`src/rtl/rns_mod_addsub_pipe.sv`:
```
// Multi-channel RNS modular add/sub/negate/pass unit with a configurable-latency
// pipeline, valid/ready handshake and per-channel out-of-range residue flags.
`timescale 1ns / 1ps

module rns_mod_addsub_pipe #(
  parameter int unsigned                        NUM_CH     = 2,
  parameter int unsigned                        DATA_WIDTH = 18,
  parameter logic [NUM_CH*DATA_WIDTH-1:0]       MODULI     = {18'd131071, 18'd177147},
  parameter int unsigned                        LATENCY    = 2
) (
  input  logic                         clk,
  input  logic                         rst_n,
  input  logic                         in_valid,
  output logic                         in_ready,
  input  logic [1:0]                   op,
  input  logic [NUM_CH*DATA_WIDTH-1:0] A,
  input  logic [NUM_CH*DATA_WIDTH-1:0] B,
  output logic                         out_valid,
  input  logic                         out_ready,
  output logic [NUM_CH*DATA_WIDTH-1:0] result,
  output logic [NUM_CH-1:0]            out_err
);

  localparam int unsigned W          = DATA_WIDTH;
  localparam int unsigned PostStages = (LATENCY <= 1) ? 1 : LATENCY - 1;

  if (LATENCY < 1 || LATENCY > 3) begin : g_bad_latency
    $error("rns_mod_addsub_pipe: LATENCY must be 1..3");
  end
  if (NUM_CH < 1 || NUM_CH > 8) begin : g_bad_num_ch
    $error("rns_mod_addsub_pipe: NUM_CH must be 1..8");
  end
  for (genvar g = 0; g < NUM_CH; g++) begin : g_mod_chk
    if (MODULI[g*DATA_WIDTH +: DATA_WIDTH] < 2) begin : g_bad_mod
      $error("rns_mod_addsub_pipe: modulus must be >= 2");
    end
  end

  logic en;
  assign en       = !out_valid || out_ready;
  assign in_ready = en;

  // Front end: raw value, modular-corrected candidate and which one to use.
  logic [NUM_CH-1:0][W-1:0] raw_d, cand_d;
  logic [NUM_CH-1:0]        usec_d, rerr_d;

  always_comb begin
    logic [W-1:0] a_c, b_c, m_c;
    logic [W:0]   sum_c, dif_c;
    raw_d  = '0;
    cand_d = '0;
    usec_d = '0;
    rerr_d = '0;
    a_c    = '0;
    b_c    = '0;
    m_c    = '0;
    sum_c  = '0;
    dif_c  = '0;
    for (int c = 0; c < NUM_CH; c++) begin
      a_c   = A[c*W +: W];
      b_c   = B[c*W +: W];
      m_c   = MODULI[c*W +: W];
      sum_c = {1'b0, a_c} + {1'b0, b_c};
      dif_c = {1'b0, a_c} - {1'b0, b_c};
      unique case (op)
        2'b00: begin
          raw_d[c]  = sum_c[W-1:0];
          cand_d[c] = sum_c[W-1:0] - m_c;
          usec_d[c] = sum_c >= {1'b0, m_c};
        end
        2'b01: begin
          raw_d[c]  = dif_c[W-1:0];
          cand_d[c] = a_c - b_c + m_c;  // wraps in W bits; true value < M
          usec_d[c] = dif_c[W];
        end
        2'b10: begin
          raw_d[c]  = '0;
          cand_d[c] = m_c - b_c;
          usec_d[c] = (b_c != '0);
        end
        2'b11: begin
          raw_d[c]  = a_c;
          cand_d[c] = '0;
          usec_d[c] = 1'b0;
        end
      endcase
      rerr_d[c] = (a_c >= m_c) || (b_c >= m_c);
    end
  end

  logic [NUM_CH-1:0][W-1:0] s_raw, s_cand;
  logic [NUM_CH-1:0]        s_usec, s_err;

  if (LATENCY >= 2) begin : g_split
    logic [NUM_CH-1:0][W-1:0] raw_q, cand_q;
    logic [NUM_CH-1:0]        usec_q, rerr_q;

    always_ff @(posedge clk or negedge rst_n) begin
      if (!rst_n) begin
        raw_q  <= '0;
        cand_q <= '0;
        usec_q <= '0;
        rerr_q <= '0;
      end else if (en) begin
        raw_q  <= raw_d;
        cand_q <= cand_d;
        usec_q <= usec_d;
        rerr_q <= rerr_d;
      end
    end

    assign s_raw  = raw_q;
    assign s_cand = cand_q;
    assign s_usec = usec_q;
    assign s_err  = rerr_q;
  end else begin : g_flat
    assign s_raw  = raw_d;
    assign s_cand = cand_d;
    assign s_usec = usec_d;
    assign s_err  = rerr_d;
  end

  logic [NUM_CH*W-1:0] sel_res;
  logic [NUM_CH-1:0]   sel_err;

  always_comb begin
    sel_res = '0;
    sel_err = '0;
    for (int c = 0; c < NUM_CH; c++) begin
      sel_err[c]         = s_err[c];
      sel_res[c*W +: W]  = s_err[c] ? '0 : (s_usec[c] ? s_cand[c] : s_raw[c]);
    end
  end

  // Output register chain; all stages share the single enable so bubbles persist.
  logic [PostStages-1:0][NUM_CH*W-1:0] res_q, res_d;
  logic [PostStages-1:0][NUM_CH-1:0]   err_q, err_d;
  logic [LATENCY-1:0]                  vld_q, vld_d;

  always_comb begin
    res_d    = res_q;
    err_d    = err_q;
    res_d[0] = sel_res;
    err_d[0] = sel_err;
    for (int i = 1; i < PostStages; i++) begin
      res_d[i] = res_q[i-1];
      err_d[i] = err_q[i-1];
    end
  end

  always_comb begin
    vld_d    = vld_q;
    vld_d[0] = in_valid;
    for (int i = 1; i < LATENCY; i++) begin
      vld_d[i] = vld_q[i-1];
    end
  end

  always_ff @(posedge clk or negedge rst_n) begin
    if (!rst_n) begin
      res_q <= '0;
      err_q <= '0;
      vld_q <= '0;
    end else if (en) begin
      res_q <= res_d;
      err_q <= err_d;
      vld_q <= vld_d;
    end
  end

  assign out_valid = vld_q[LATENCY-1];
  assign result    = res_q[PostStages-1];
  assign out_err   = err_q[PostStages-1];

endmodule

```
`config.mk`:
```
export PLATFORM = sky130hd
export DESIGN_NAME = rns_mod_addsub_pipe
export DESIGN_NICKNAME = d
export VERILOG_FILES = /design/src/rtl/rns_mod_addsub_pipe.sv
export SDC_FILE = /design/constraint.sdc
export NUM_CORES = 1
export LEC_CHECK = 0
export BUFFER_PORTS_ARGS = -buffer_cell sky130_fd_sc_hd__buf_2
export CAP_MARGIN = 20
export CORE_UTILIZATION = 35
export DETAILED_ROUTE_END_ITERATION = 16
export PLACE_DENSITY = 0.52
export SYNTH_ARGS = -nofsm -noshare
export SYNTH_HDL_FRONTEND = slang
export SYNTH_SLANG_ARGS = --single-unit
```
`constraint.sdc`:
```
create_clock -name clk -period 1.55 [get_ports clk]
set_input_delay 0.0775 -clock clk [delete_from_list [all_inputs] [get_ports clk]]
set_output_delay 0.0775 -clock clk [all_outputs]
set_load 0.02 [all_outputs]
```
==> results.toml <==
[floorplanning]
coreArea_um2 = 34600
die-width_um = 190
start_util_pct = 35.7
die_y_um = 190
num_io_pins = 118
die_area_um2 = 36100
row_count = 68

[worst_setup_path]
cp_max_fo = 2
startpoint_type = "input port"
ff2ff_path_depth = 4
end_kind = "flip-flop"
slowest_delay_ns = 0.40
cp_slowest_cell = "a2111oi_4"
reg2reg_slack_ns = 0.15
critPathRequiredTime_ns = 1.85
crit_path_cell_trace = "buf_8 > ha_4 > fa_2 > nor2b_4 > o211ai_4 > a21boi_2 > or3_4 > a2111oi_4 > buf_4 > a311oi_4 > o31ai_2 > buf_4 > a21boi_2 > xor2_1 > o21ai_1"
timing.rr.start = "vld_q[1]"
crit_start = "A[0]"
crit_type = "input port to flip-flop"
worstPathArrival_ns = 2.99
r2r_end = "g_split.raw_q[2]"

[timing]
hold_viol = 0
clock_skew_ns = 0.00803
tightest_slew_ns = 1.12
maxSlewHeadroom_pct = 25.0
slew_violations = 0
fin_crit_sh_pct = 173
post-route-min-period_ns = 2.69
clock.fmax_ghz = 0.372
setup_ws_ns = -1.14
setup-tns-final_ns = -39.55
setup_viol = 58
grt_setup_unrepaired = "yes"

[global_route]
grt_start_max_net_pins = 63
grt_util_all_layers_pct = 25.6
grt_pass1_vias = 13170
overflow = 0
antenna_found_initial = 0
grt_pass1_wl_um = 71800

[layout]
fin_nets = 2328
nFillCells = 3163
final_common_cell = "buf_4"
mostFrequentLayoutCells = "427 x buf_4, 124 x inv_1, 119 x nand2_1, 116 x dfrtp_1, 115 x nor2_1"
num_antenna_cells = 0
drive_gt1_share_pct = 43.9
area_delta_synth_final_pct = 61.3

[synthesis]
synth_top_area_share_pct = 23.5
yosysSeqAreaShare_pct = 23.5
synth_fp_nets = 1770
synth_area_leaders = "dfrtp_1 23%, ha_1 12%, xnor2_1 5.8%, a21oi_1 5.7%, fa_1 4.4%"
ys_warn_count = 0
syn_area_per_cell_um2 = 8.01
syn_area_um2 = 12400
synth-main-ff-cell = "dfrtp_1"
async_reset_ff_share_pct = 100
synth_cell_types = 84
synth_enable_flop_cells = 0
ys_ff_latch = 116
synthCells = 1543
yosys.area.top_type = "dfrtp_1"

[min_path]
holdPathEnd = "g_split.raw_q[8]"
hold_depth = 4
min_path_type = "input port to flip-flop"
min-delay-start = "A[8]"

[clocking]
cts.sinks = 116
root_buffer = "clkbuf_16"
clk_latency_ns = 0.43
cts_buffers = 17
clk_path_buf_depth = 2
htree_levels = 4
tritoncts = "yes"
path_clk_slew_ns = 0.06

[drt]
drt-pass1-iter-count = 5
vias = 13495
routed_wirelength_um = 46800
wl_met1_um = 21600
ant_nets = 0
met3WireLength_um = 2690
drt-initial-drc-count = 936
met2WireLength_um = 21700
drc = 0
avgViaCountPerCell = 5.26
wl_per_cell_um = 18.2
topRoutingLayerUsed = "met4"

[placement]
io_buffers = 117
dp_hpwl_um = 36900
globalplace.congestion = 0.941

[power]
power_density_nw_per_um2 = 848
p_leak_nw = 9.22
peakVddDrop_mv = 0.857
p_total_w = 0.0169

[run]
max-cap-violations = 0

[outcome]
status = "complete, but fails checks"
violations = "setup timing"
==> registers in the layout, summed over array words and instances (netlist names) <==
| name | flops |
|---|---|
| g_split.raw_q | 36 |
| out_err | 2 |
| err_d | 2 |
| g_split.cand_q | 36 |
| result | 36 |
| vld_q | 2 |
| g_split.usec_q | 2 |
==> metrics by stage <==
step	hold slack (ns)	setup slack, ns	utilization, %	cell area [µm²]	std cells
global placement	0.109	-1.61	50.1	17400	2476
floorplan	-0.218	-1.33	-	13100	1543
finish	0.0708	-1.14	57.5	19900	2567
CTS	0.0554	-1.13	54.3	18800	2531
detailed placement	0.115	-1.64	50.1	17400	2476
global route	0.0745	-1.23	57.5	19900	2567
==> per-layer routing <==
metal / vias to the layer above / GRT usage (%)
met3: 59 / 4.35
met4: 0 / 5.06
li1: 6529 / -
met5: - / 0
met1: 6542 / 36.0
met2: 365 / 41.1
==> report_power, final <==
group          leakage, nW  total, W  internal (W)  switching, W
combinational         7.52   0.00923       0.00441       0.00482
sequential            1.43   0.00403       0.00366      0.000370
clock                0.265   0.00363       0.00225       0.00137
==> cells by family (layout without fill, tap and decap cells) <==
| family | count (synthesis) | in the layout | synth area share, % |
|---|---|---|---|
| AO/OA/AOI/OAI | 459 | 459 | 24.0 |
| multiplexers | 46 | 46 | 3.74 |
| buffers and inverters | 221 | 790 | 6.82 |
| XOR/XNOR | 115 | 115 | 8.15 |
| adder cells (fa/ha/maj) | 149 | 149 | 16.7 |
| flip-flops | 116 | 116 | 23.5 |
| AND/OR/NAND/NOR | 437 | 437 | 17.0 |
==> area by class of cell <==
cell class / instances / area (µm²) / share of cell area, %
clock buffers: 21 / 460 / 2.31
repair buffers: 614 / 4850 / 24.4
clock inverters: 9 / 82.6 / 0.414
multi-input cells: 1206 / 10400 / 52.4
flip-flops and latches: 116 / 2900 / 14.6
inverters: 146 / 612 / 3.07
well taps: 455 / 569 / 2.86
==> worst max-delay path by stage <==
stage                    endpoint  slack, ns  depth (start not counted)
6_report       g_split.cand_q[17]      -1.14                         15
5_1_grt        g_split.cand_q[17]      -1.23                         15
4_1_cts        g_split.cand_q[33]      -1.13                         13
3_5_place_dp   g_split.cand_q[35]      -1.64                         13
3_3_place_gp   g_split.cand_q[35]      -1.61                         13
2_1_floorplan  g_split.cand_q[35]      -1.33                         12
==> critical path, delay by kind of cell <==
| kind | cells | cell delay (ns) |
|---|---|---|
| AND/OR/NAND/NOR | 2 | 0.52 |
| XOR/XNOR | 1 | 0.18 |
| buffers and inverters | 3 | 0.46 |
| AO/OA/AOI/OAI | 7 | 1.25 |
| adder cells (fa/ha/maj) | 2 | 0.50 |
==> cell usage after synthesis, types with 20 or more instances <==
cell	n
xor2_1	33
o21a_1	27
fa_1	27
clkbuf_1	59
nand3_1	23
a211oi_1	20
o21ai_0	101
nand2b_1	23
dfrtp_1	116
a31oi_1	25
nand2_1	127
xnor2_1	82
a21oi_1	141
inv_1	143
nor3_1	27
o221ai_1	24
nor2_1	131
mux2i_1	45
ha_1	122
==> what timing repair did <==
action,4_1_cts,5_1_grt
hold buffers,2,0
gates resized for setup,155,179
setup endpoints to repair,61,82
buffers inserted,27,41
hold endpoints to repair,117,0
pin swaps,107,139
Note: power is estimated with default switching activity, not from simulation.
